<file path="src/rtl/sal_sched_pkg.sv">
`default_nettype none
// ============================================================================
// sal_sched_pkg : shared types for the round-robin DRAM command scheduler
// Rev 1.0
// ============================================================================
package sal_sched_pkg;

    typedef enum logic [2:0] {
        CMD_NOP = 3'd0,
        CMD_ACT = 3'd1,
        CMD_RD  = 3'd2,
        CMD_WR  = 3'd3,
        CMD_PRE = 3'd4,
        CMD_REF = 3'd5
    } cmd_t;

    typedef enum logic {
        RD_MODE = 1'b0,
        WR_MODE = 1'b1
    } mode_t;

    typedef struct packed {
        logic valid;
        cmd_t typ;
    } slot_hdr_t;

    localparam int NUM_CLS = 5;

    // Class indices double as the arbiter instance numbers
    localparam logic [2:0] CLS_ACT = 3'd0;
    localparam logic [2:0] CLS_RD  = 3'd1;
    localparam logic [2:0] CLS_WR  = 3'd2;
    localparam logic [2:0] CLS_PRE = 3'd3;
    localparam logic [2:0] CLS_REF = 3'd4;

    function automatic cmd_t cls_to_cmd(input logic [2:0] cls);
        case (cls)
            CLS_ACT: return CMD_ACT;
            CLS_RD:  return CMD_RD;
            CLS_WR:  return CMD_WR;
            CLS_PRE: return CMD_PRE;
            CLS_REF: return CMD_REF;
            default: return CMD_NOP;
        endcase
    endfunction

endpackage
`default_nettype wire

</file>
<file path="src/rtl/sal_rr_arb.sv">
`default_nettype none
// ============================================================================
// sal_rr_arb : round-robin pick of the first requester at/after a pointer
// Rev 1.0
// ============================================================================
module sal_rr_arb #(
    parameter  int N  = 4,
    localparam int IW = (N > 1) ? $clog2(N) : 1
) (
    input  logic [N-1:0]  req_i,
    input  logic [IW-1:0] ptr_i,
    output logic [N-1:0]  gnt_o,
    output logic [IW-1:0] idx_o,
    output logic          any_o
);

    logic [IW:0]   sum;
    logic [IW-1:0] k;

    always_comb begin
        gnt_o = '0;
        idx_o = '0;
        any_o = 1'b0;
        sum   = '0;
        k     = '0;
        for (int i = 0; i < N; i++) begin
            sum = {1'b0, ptr_i} + (IW+1)'(i);
            if (sum >= (IW+1)'(N)) begin
                sum = sum - (IW+1)'(N);
            end
            k = sum[IW-1:0];
            if (!any_o && req_i[k]) begin
                any_o    = 1'b1;
                idx_o    = k;
                gnt_o[k] = 1'b1;
            end
        end
    end

endmodule
`default_nettype wire

</file>
<file path="src/rtl/sal_sched_rr.sv">
`default_nettype none
// ============================================================================
// sal_sched_rr : per-class round-robin DRAM command scheduler with R/W
//                batching, starvation promotion and a registered output slot
// Rev 1.0
// ============================================================================
module sal_sched_rr
    import sal_sched_pkg::*;
#(
    parameter  int BK_CNT       = 4,
    parameter  int RA_W         = 16,
    parameter  int CA_W         = 10,
    parameter  int ID_W         = 4,
    parameter  int LEN_W        = 4,
    parameter  int WR_BATCH     = 4,
    parameter  int STARVE_LIMIT = 16,
    localparam int BA_W         = $clog2(BK_CNT)
) (
    input  logic                         clk,
    input  logic                         rst,
    input  logic [BK_CNT-1:0]            act_req_i,
    input  logic [BK_CNT-1:0]            rd_req_i,
    input  logic [BK_CNT-1:0]            wr_req_i,
    input  logic [BK_CNT-1:0]            pre_req_i,
    input  logic [BK_CNT-1:0]            ref_req_i,
    input  logic                         ref_urgent_i,
    input  logic [BK_CNT-1:0][RA_W-1:0]  bk_ra_i,
    input  logic [BK_CNT-1:0][CA_W-1:0]  bk_ca_i,
    input  logic [BK_CNT-1:0][ID_W-1:0]  bk_id_i,
    input  logic [BK_CNT-1:0][LEN_W-1:0] bk_len_i,
    output logic [BK_CNT-1:0]            act_gnt_o,
    output logic [BK_CNT-1:0]            rd_gnt_o,
    output logic [BK_CNT-1:0]            wr_gnt_o,
    output logic [BK_CNT-1:0]            pre_gnt_o,
    output logic [BK_CNT-1:0]            ref_gnt_o,
    output logic                         cmd_valid_o,
    input  logic                         cmd_ready_i,
    output cmd_t                         cmd_type_o,
    output logic [BA_W-1:0]              cmd_ba_o,
    output logic [RA_W-1:0]              cmd_ra_o,
    output logic [CA_W-1:0]              cmd_ca_o,
    output logic [ID_W-1:0]              cmd_id_o,
    output logic [LEN_W-1:0]             cmd_len_o
);

    localparam int AGE_W = $clog2(STARVE_LIMIT + 1);
    localparam int BT_W  = $clog2(WR_BATCH + 1);

    logic [NUM_CLS-1:0][BK_CNT-1:0] cls_req;
    logic [NUM_CLS-1:0][BK_CNT-1:0] arb_gnt;
    logic [NUM_CLS-1:0][BA_W-1:0]   arb_idx;
    logic [NUM_CLS-1:0]             arb_any;
    logic [BK_CNT-1:0]              bk_any;

    logic [NUM_CLS-1:0][BA_W-1:0]   ptr_q, ptr_d;
    logic [BK_CNT-1:0][AGE_W-1:0]   age_q, age_d;
    mode_t                          mode_q, mode_d;
    logic [BT_W-1:0]                batch_q, batch_d, batch_nx;

    slot_hdr_t                      hdr_q, hdr_d;
    logic [BA_W-1:0]                ba_q, ba_d;
    logic [RA_W-1:0]                ra_q, ra_d;
    logic [CA_W-1:0]                ca_q, ca_d;
    logic [ID_W-1:0]                id_q, id_d;
    logic [LEN_W-1:0]               len_q, len_d;

    logic                           slot_free;
    logic                           st_hit;
    logic [BA_W-1:0]                st_bk;
    logic [2:0]                     st_cls;
    logic                           cas_wr;
    logic                           win_vld;
    logic                           win_st;
    logic [2:0]                     win_cls;
    logic [BA_W-1:0]                win_bk;
    logic [BK_CNT-1:0]              win_oh;
    logic                           win_cas;

    assign cls_req[CLS_ACT] = act_req_i;
    assign cls_req[CLS_RD]  = rd_req_i;
    assign cls_req[CLS_WR]  = wr_req_i;
    assign cls_req[CLS_PRE] = pre_req_i;
    assign cls_req[CLS_REF] = ref_req_i;
    assign bk_any    = act_req_i | rd_req_i | wr_req_i | pre_req_i | ref_req_i;
    assign slot_free = !hdr_q.valid || cmd_ready_i;

    for (genvar c = 0; c < NUM_CLS; c++) begin : g_arb
        sal_rr_arb #(.N(BK_CNT)) u_arb (
            .req_i (cls_req[c]),
            .ptr_i (ptr_q[c]),
            .gnt_o (arb_gnt[c]),
            .idx_o (arb_idx[c]),
            .any_o (arb_any[c])
        );
    end

    always_comb begin
        // Lowest-index starved bank; its highest-priority pending request class
        st_hit = 1'b0;
        st_bk  = '0;
        for (int b = BK_CNT - 1; b >= 0; b--) begin
            if (age_q[b] == AGE_W'(STARVE_LIMIT) && bk_any[b]) begin
                st_hit = 1'b1;
                st_bk  = BA_W'(b);
            end
        end
        st_cls = CLS_REF;
        for (int c = NUM_CLS - 1; c >= 0; c--) begin
            if (cls_req[c][st_bk]) begin
                st_cls = 3'(c);
            end
        end

        cas_wr = (mode_q == RD_MODE) ? (!arb_any[CLS_RD] && arb_any[CLS_WR])
                                     : arb_any[CLS_WR];

        win_vld = 1'b0;
        win_st  = 1'b0;
        win_cls = CLS_ACT;
        if (slot_free && !rst) begin
            win_vld = 1'b1;
            if (ref_urgent_i && arb_any[CLS_REF]) begin
                win_cls = CLS_REF;
            end else if (st_hit) begin
                win_st  = 1'b1;
                win_cls = st_cls;
            end else if (arb_any[CLS_ACT]) begin
                win_cls = CLS_ACT;
            end else if (cas_wr) begin
                win_cls = CLS_WR;
            end else if (arb_any[CLS_RD]) begin
                win_cls = CLS_RD;
            end else if (arb_any[CLS_PRE]) begin
                win_cls = CLS_PRE;
            end else if (arb_any[CLS_REF]) begin
                win_cls = CLS_REF;
            end else begin
                win_vld = 1'b0;
            end
        end

        win_bk = '0;
        win_oh = '0;
        if (win_vld) begin
            if (win_st) begin
                win_bk = st_bk;
                win_oh = BK_CNT'(1) << st_bk;
            end else begin
                win_bk = arb_idx[win_cls];
                win_oh = arb_gnt[win_cls];
            end
        end
        win_cas = win_vld && (win_cls == CLS_RD || win_cls == CLS_WR);

        ptr_d = ptr_q;
        if (win_vld) begin
            ptr_d[win_cls] = (win_bk == BA_W'(BK_CNT - 1)) ? '0 : win_bk + 1'b1;
        end

        // CAS batching: a write batch ends at WR_BATCH grants or on any read grant
        mode_d   = mode_q;
        batch_d  = batch_q;
        batch_nx = ((mode_q == WR_MODE) ? batch_q : '0) + 1'b1;
        if (win_vld && win_cls == CLS_RD) begin
            mode_d  = RD_MODE;
            batch_d = '0;
        end else if (win_vld && win_cls == CLS_WR) begin
            if (batch_nx == BT_W'(WR_BATCH)) begin
                mode_d  = RD_MODE;
                batch_d = '0;
            end else begin
                mode_d  = WR_MODE;
                batch_d = batch_nx;
            end
        end

        for (int b = 0; b < BK_CNT; b++) begin
            if (!bk_any[b] || win_oh[b]) begin
                age_d[b] = '0;
            end else if (age_q[b] != AGE_W'(STARVE_LIMIT)) begin
                age_d[b] = age_q[b] + 1'b1;
            end else begin
                age_d[b] = age_q[b];
            end
        end

        hdr_d = hdr_q;
        ba_d  = ba_q;
        ra_d  = ra_q;
        ca_d  = ca_q;
        id_d  = id_q;
        len_d = len_q;
        if (slot_free) begin
            hdr_d.valid = win_vld;
            hdr_d.typ   = win_vld ? cls_to_cmd(win_cls) : CMD_NOP;
            ba_d        = win_bk;
            ra_d        = (win_vld && win_cls == CLS_ACT) ? bk_ra_i[win_bk] : '0;
            ca_d        = win_cas ? bk_ca_i[win_bk]  : '0;
            id_d        = win_cas ? bk_id_i[win_bk]  : '0;
            len_d       = win_cas ? bk_len_i[win_bk] : '0;
        end
    end

    assign act_gnt_o = (win_vld && win_cls == CLS_ACT) ? win_oh : '0;
    assign rd_gnt_o  = (win_vld && win_cls == CLS_RD)  ? win_oh : '0;
    assign wr_gnt_o  = (win_vld && win_cls == CLS_WR)  ? win_oh : '0;
    assign pre_gnt_o = (win_vld && win_cls == CLS_PRE) ? win_oh : '0;
    assign ref_gnt_o = (win_vld && win_cls == CLS_REF) ? win_oh : '0;

    always_ff @(posedge clk or posedge rst) begin
        if (rst) begin
            ptr_q   <= '0;
            age_q   <= '0;
            mode_q  <= RD_MODE;
            batch_q <= '0;
            hdr_q   <= '{valid: 1'b0, typ: CMD_NOP};
            ba_q    <= '0;
            ra_q    <= '0;
            ca_q    <= '0;
            id_q    <= '0;
            len_q   <= '0;
        end else begin
            ptr_q   <= ptr_d;
            age_q   <= age_d;
            mode_q  <= mode_d;
            batch_q <= batch_d;
            hdr_q   <= hdr_d;
            ba_q    <= ba_d;
            ra_q    <= ra_d;
            ca_q    <= ca_d;
            id_q    <= id_d;
            len_q   <= len_d;
        end
    end

    assign cmd_valid_o = hdr_q.valid;
    assign cmd_type_o  = hdr_q.typ;
    assign cmd_ba_o    = ba_q;
    assign cmd_ra_o    = ra_q;
    assign cmd_ca_o    = ca_q;
    assign cmd_id_o    = id_q;
    assign cmd_len_o   = len_q;

endmodule
`default_nettype wire

</file>
<file path="config.mk">
export PLATFORM = sky130hd
export DESIGN_NAME = sal_sched_rr
export DESIGN_NICKNAME = d
export VERILOG_FILES = /design/src/rtl/sal_sched_pkg.sv /design/src/rtl/sal_rr_arb.sv /design/src/rtl/sal_sched_rr.sv
export SDC_FILE = /design/constraint.sdc
export NUM_CORES = 1
export LEC_CHECK = 0
export ABC_AREA = 1
export ABC_CLOCK_PERIOD_IN_PS = 4200
export BUFFER_PORTS_ARGS = -buffer_cell sky130_fd_sc_hd__clkbuf_2
export CAP_MARGIN = 5
export CORE_ASPECT_RATIO = 1.1
export CORE_MARGIN = 4
export CORE_UTILIZATION = 35
export CTS_CLUSTER_DIAMETER = 200
export DETAILED_ROUTE_END_ITERATION = 10
export GPL_TIMING_DRIVEN = 0
export PLACE_DENSITY = 0.69
export RECOVER_POWER = 50
export SYNTH_ARGS = -nofsm -noshare
export SYNTH_HDL_FRONTEND = slang
export SYNTH_SLANG_ARGS = --single-unit
</file>
<file path="constraint.sdc">
create_clock -name clk -period 4.2 [get_ports clk]
set_input_delay 0.84 -clock clk [delete_from_list [all_inputs] [get_ports clk]]
set_output_delay 0.84 -clock clk [all_outputs]
set_load 0.1 [all_outputs]
</file>
==> key figures <==
Power and ir drop
  – Seq pwr share: 0.146
  – Pint: 3.52 mW
  – Net load switching power: 4.79 mW
  – Clock Power Share: 0.104
  – Cell area power density: 772 nW/um^2
  – Combinational share of power: 0.749
  – Switching Fraction: 0.577
  – Pleak: 5.40 nW
  – Peak supply drop: 0.548 mV

Synth
  – Post-synth top area cell: dfrtp_1
  – Largest cells by area after synthesis: dfrtp_1, nand2_1, nand3_1, ha_1, inv_1
  – Net Count, Synth: 1,285
  – Count leader, synth: nand2_1
  – Sequential area share after synthesis: 0.264
  – Post-synth ARST share: 1.00
  – Ys flop type: dfrtp_1
  – Synth Warn #: 0
  – Synth unique cells: 48
  – Syn Inst Count: 1,074
  – Flops & latches, synth: 74
  – Synthesized cell area: 7020 sq um
  – Top post-synthesis cells by count: nand2_1, nand3_1, inv_1
  – Syn_area_per_cell: 6.54 sq um
  – Synth top area share: 0.264
  – EDFF count, synth: 0

Timing
  – Least-Margin Pin Slew: 2630 ps
  – Hold Vio Cnt, Final: 0
  – Setup WS post-layout: -123 ps
  – Clock skew: 8.14 ps
  – Setup Viol. Count Final: 20
  – Tmin final: 4320 ps
  – Final period utilization: 1.03
  – Final Max Tran Viols: 47
  – RSZ-0062 raised after global routing: yes
  – Fmax: 231 MHz
  – Worst hold slack: 482 ps
  – Relative slew slack: -0.753

Detailed routing
  – Vias per std cell: 5.41
  – Drt first-iter violations: 671
  – Post-detailed-route wirelength per cell: 17.9 microns
  – DR pass1 iterations: 5
  – # DRC: 0
  – Antenna Nets Post-Route: 0
  – Via count: 9,041
  – Routed WL: 29,800 microns

Clocking
  – CTS clk-pin slew, worst paths: 60 ps
  – TritonCTS Sinks: 74
  – Hold Buf Count CTS: 0
  – CTS root buf: clkbuf_16
  – CTS Buf Count: 9
  – Clk Latency, worst-skew pair: 340 ps
  – TritonCTS clock tree: done
  – Worst-case clock buffer depth: 2
  – CTS H-Tree Depth: 3

Placement
  – DPL Wire Length: 20,600 microns
  – Final Wtd Congestion: 0.939
  – Placement Setup Slack: -1100 ps
  – PortBufs: 219

GRT
  – GRT Residual Overflow: 0
  – First-pass GRT wire length: 43,400 microns
  – Total GRT Usage: 0.244
  – Number of global-route vias before repair: 8,658
  – Initial antenna violation count: 0
  – Largest net degree at the start of global routing: 47

Setup path
  – CP Data Arrival Time: 3480 ps
  – Crit path max fanout: 6
  – Crit. End Element: output port
  – Worst r2r path cells: 19
  – Reg-to-Reg Start: ptr_q[6]
  – Startpoint class of the critical path: primary input
  – Crit path required time: 3360 ps
  – CP Class: in2out
  – Reg2Reg Setup Slack: 460 ps
  – R2r endpoint: cmd_ca_o[1]

Floorplanning
  – Chip Height: 157 microns
  – # rows: 54
  – CORE AREA: 19,800 sq um
  – Full die area: 22,400 sq um
  – I/O pin cnt: 220
  – Die X: 143 microns
  – Starting Density: 0.355

Finish
  – Antenna diodes: 0
  – P&R area growth vs syn: 53.4%
  – Nets: 1,625
  – Layout cells sized above 1: 0.385

Min path
  – Hold Crit Class: reg2reg
  – Hold depth: 2
  – WHS Endpoint: cmd_ca_o[2]
  – HP Start: cmd_ca_o[2]

Outcome
  – Failing checks: max-capacitance violations, max-slew violations, negative setup slack
  – Run status: complete, but fails checks

Run
  – Max-Cap Viols: 1
==> kinds of logic (layout without fill, tap and decap cells) <==
| logic type | Yosys count | in the layout | share of synthesized area |
|---|---|---|---|
| compound gates | 137 | 137 | 0.121 |
| fa+ha+maj | 51 | 51 | 0.0908 |
| xor+xnor | 12 | 12 | 0.0150 |
| flops | 74 | 74 | 0.264 |
| buf+inv | 145 | 490 | 0.0907 |
| mux | 1 | 1 | 0.00143 |
| simple gates | 654 | 654 | 0.418 |
==> sequential cells by signal (all words and copies together) (netlist names) <==
signal / cells
cmd_ra_o: 16
batch_q: 3
cmd_ca_o: 10
cmd_valid_o: 1
mode_q: 1
cmd_type_o: 3
cmd_ba_o: 2
ptr_q: 10
cmd_id_o: 4
cmd_len_o: 4
age_q: 20
==> power by group through the flow <==
stage | clock (mW) | combinational (mW) | sequential (mW)
after floorplan | 0 | 2.98 | 2.03
after global placement | 0 | 4.91 | 1.24
after detailed placement | 0 | 4.96 | 1.25
after CTS | 0.880 | 5.61 | 1.21
after global routing | 0.908 | 6.71 | 1.25
final | 0.866 | 6.23 | 1.22
==> layout by cell type, fill, tap and decap left out, types with 11 or more instances in the layout <==
cell type and n:
nand2_2 27, buf_12 20, nor2_2 17, clkbuf_2 170, buf_6 14, o21ai_1 25, inv_2 26, o21ai_0 35
nand2_4 17, nand2_1 285, nand4_1 11, nand3_2 11, buf_4 105, dfrtp_1 66, ha_1 44, nand3_1 197
nor2_1 32, clkbuf_16 13, buf_2 11, inv_1 63, a21oi_1 19, nor2_4 34, a221oi_1 14, clkbuf_1 35
==> how the worst max path moves through the flow <==
stage	startpoint	to	slack, ps	cells past startpoint
after floorplan	act_req_i[0]	pre_gnt_o[1]	-410	18
after global placement	ref_req_i[0]	act_gnt_o[3]	-1090	19
after detailed placement	ref_req_i[0]	act_gnt_o[3]	-1100	19
after CTS	age_q[0]	rd_gnt_o[3]	-10	24
after global routing	age_q[5]	rd_gnt_o[3]	-220	23
final	wr_req_i[0]	rd_gnt_o[3]	-120	23
==> layer usage <==
layer	track usage	vias up	wire length (microns)	share of wire
met5	0	-	0	0
met4	0.135	0	1810	0.061
met3	0.0416	116	2560	0.086
met2	0.421	526	14500	0.49
met1	0.286	4148	10900	0.37
li1	-	4251	-	-
==> final cells by class <==
class / count / area, sq um
plain buffers: 41 / 278
clock buffers: 9 / 225
clock inverters: 7 / 100
fillers: 1804 / 9020
inverters: 103 / 435
multi-input cells: 855 / 5220
flip-flops and latches: 74 / 1860
well taps: 252 / 315
repair buffers: 329 / 2330
repair inverters: 1 / 6.26
==> through the flow <==
stage | TNS, ps | power (mW) | utilization | area (sq um) | std cells
floorplan | -5420 | 5.01 | - | 7060 | 1074
global placement | -13530 | 6.15 | 0.428 | 8470 | 1545
detailed placement | -13930 | 6.21 | 0.430 | 8500 | 1546
CTS | -12.8 | 7.70 | 0.510 | 10100 | 1637
global route | -3070 | 8.86 | 0.544 | 10800 | 1671
finish | -1170 | 8.31 | 0.544 | 10800 | 1671
==> critical path, stage by stage <==
cell       delay (ps)
clkbuf_2          130
nor2_2            140
nand3_4           110
nand2_4           140
nand2_8            90
inv_6              90
nand2_1            80
o21ai_2           210
nor2_4             70
nand2_1            70
nand2_1            60
nand2_1            90
nand2_2            90
nand2_4           160
nand2_4            90
inv_4              80
nand2_2            50
o211ai_1          130
nor2_2             80
o211ai_4          210
buf_12            180
nor2_4             50
clkbuf_16         220
==> timing repair <==
action                     4_1_cts  5_1_grt
pin swaps                       45       58
gates cloned                     2        0
setup buffers                   74       36
gates resized for setup        170      141
setup endpoints to repair       20       25
(Power assumes the default switching activity.)
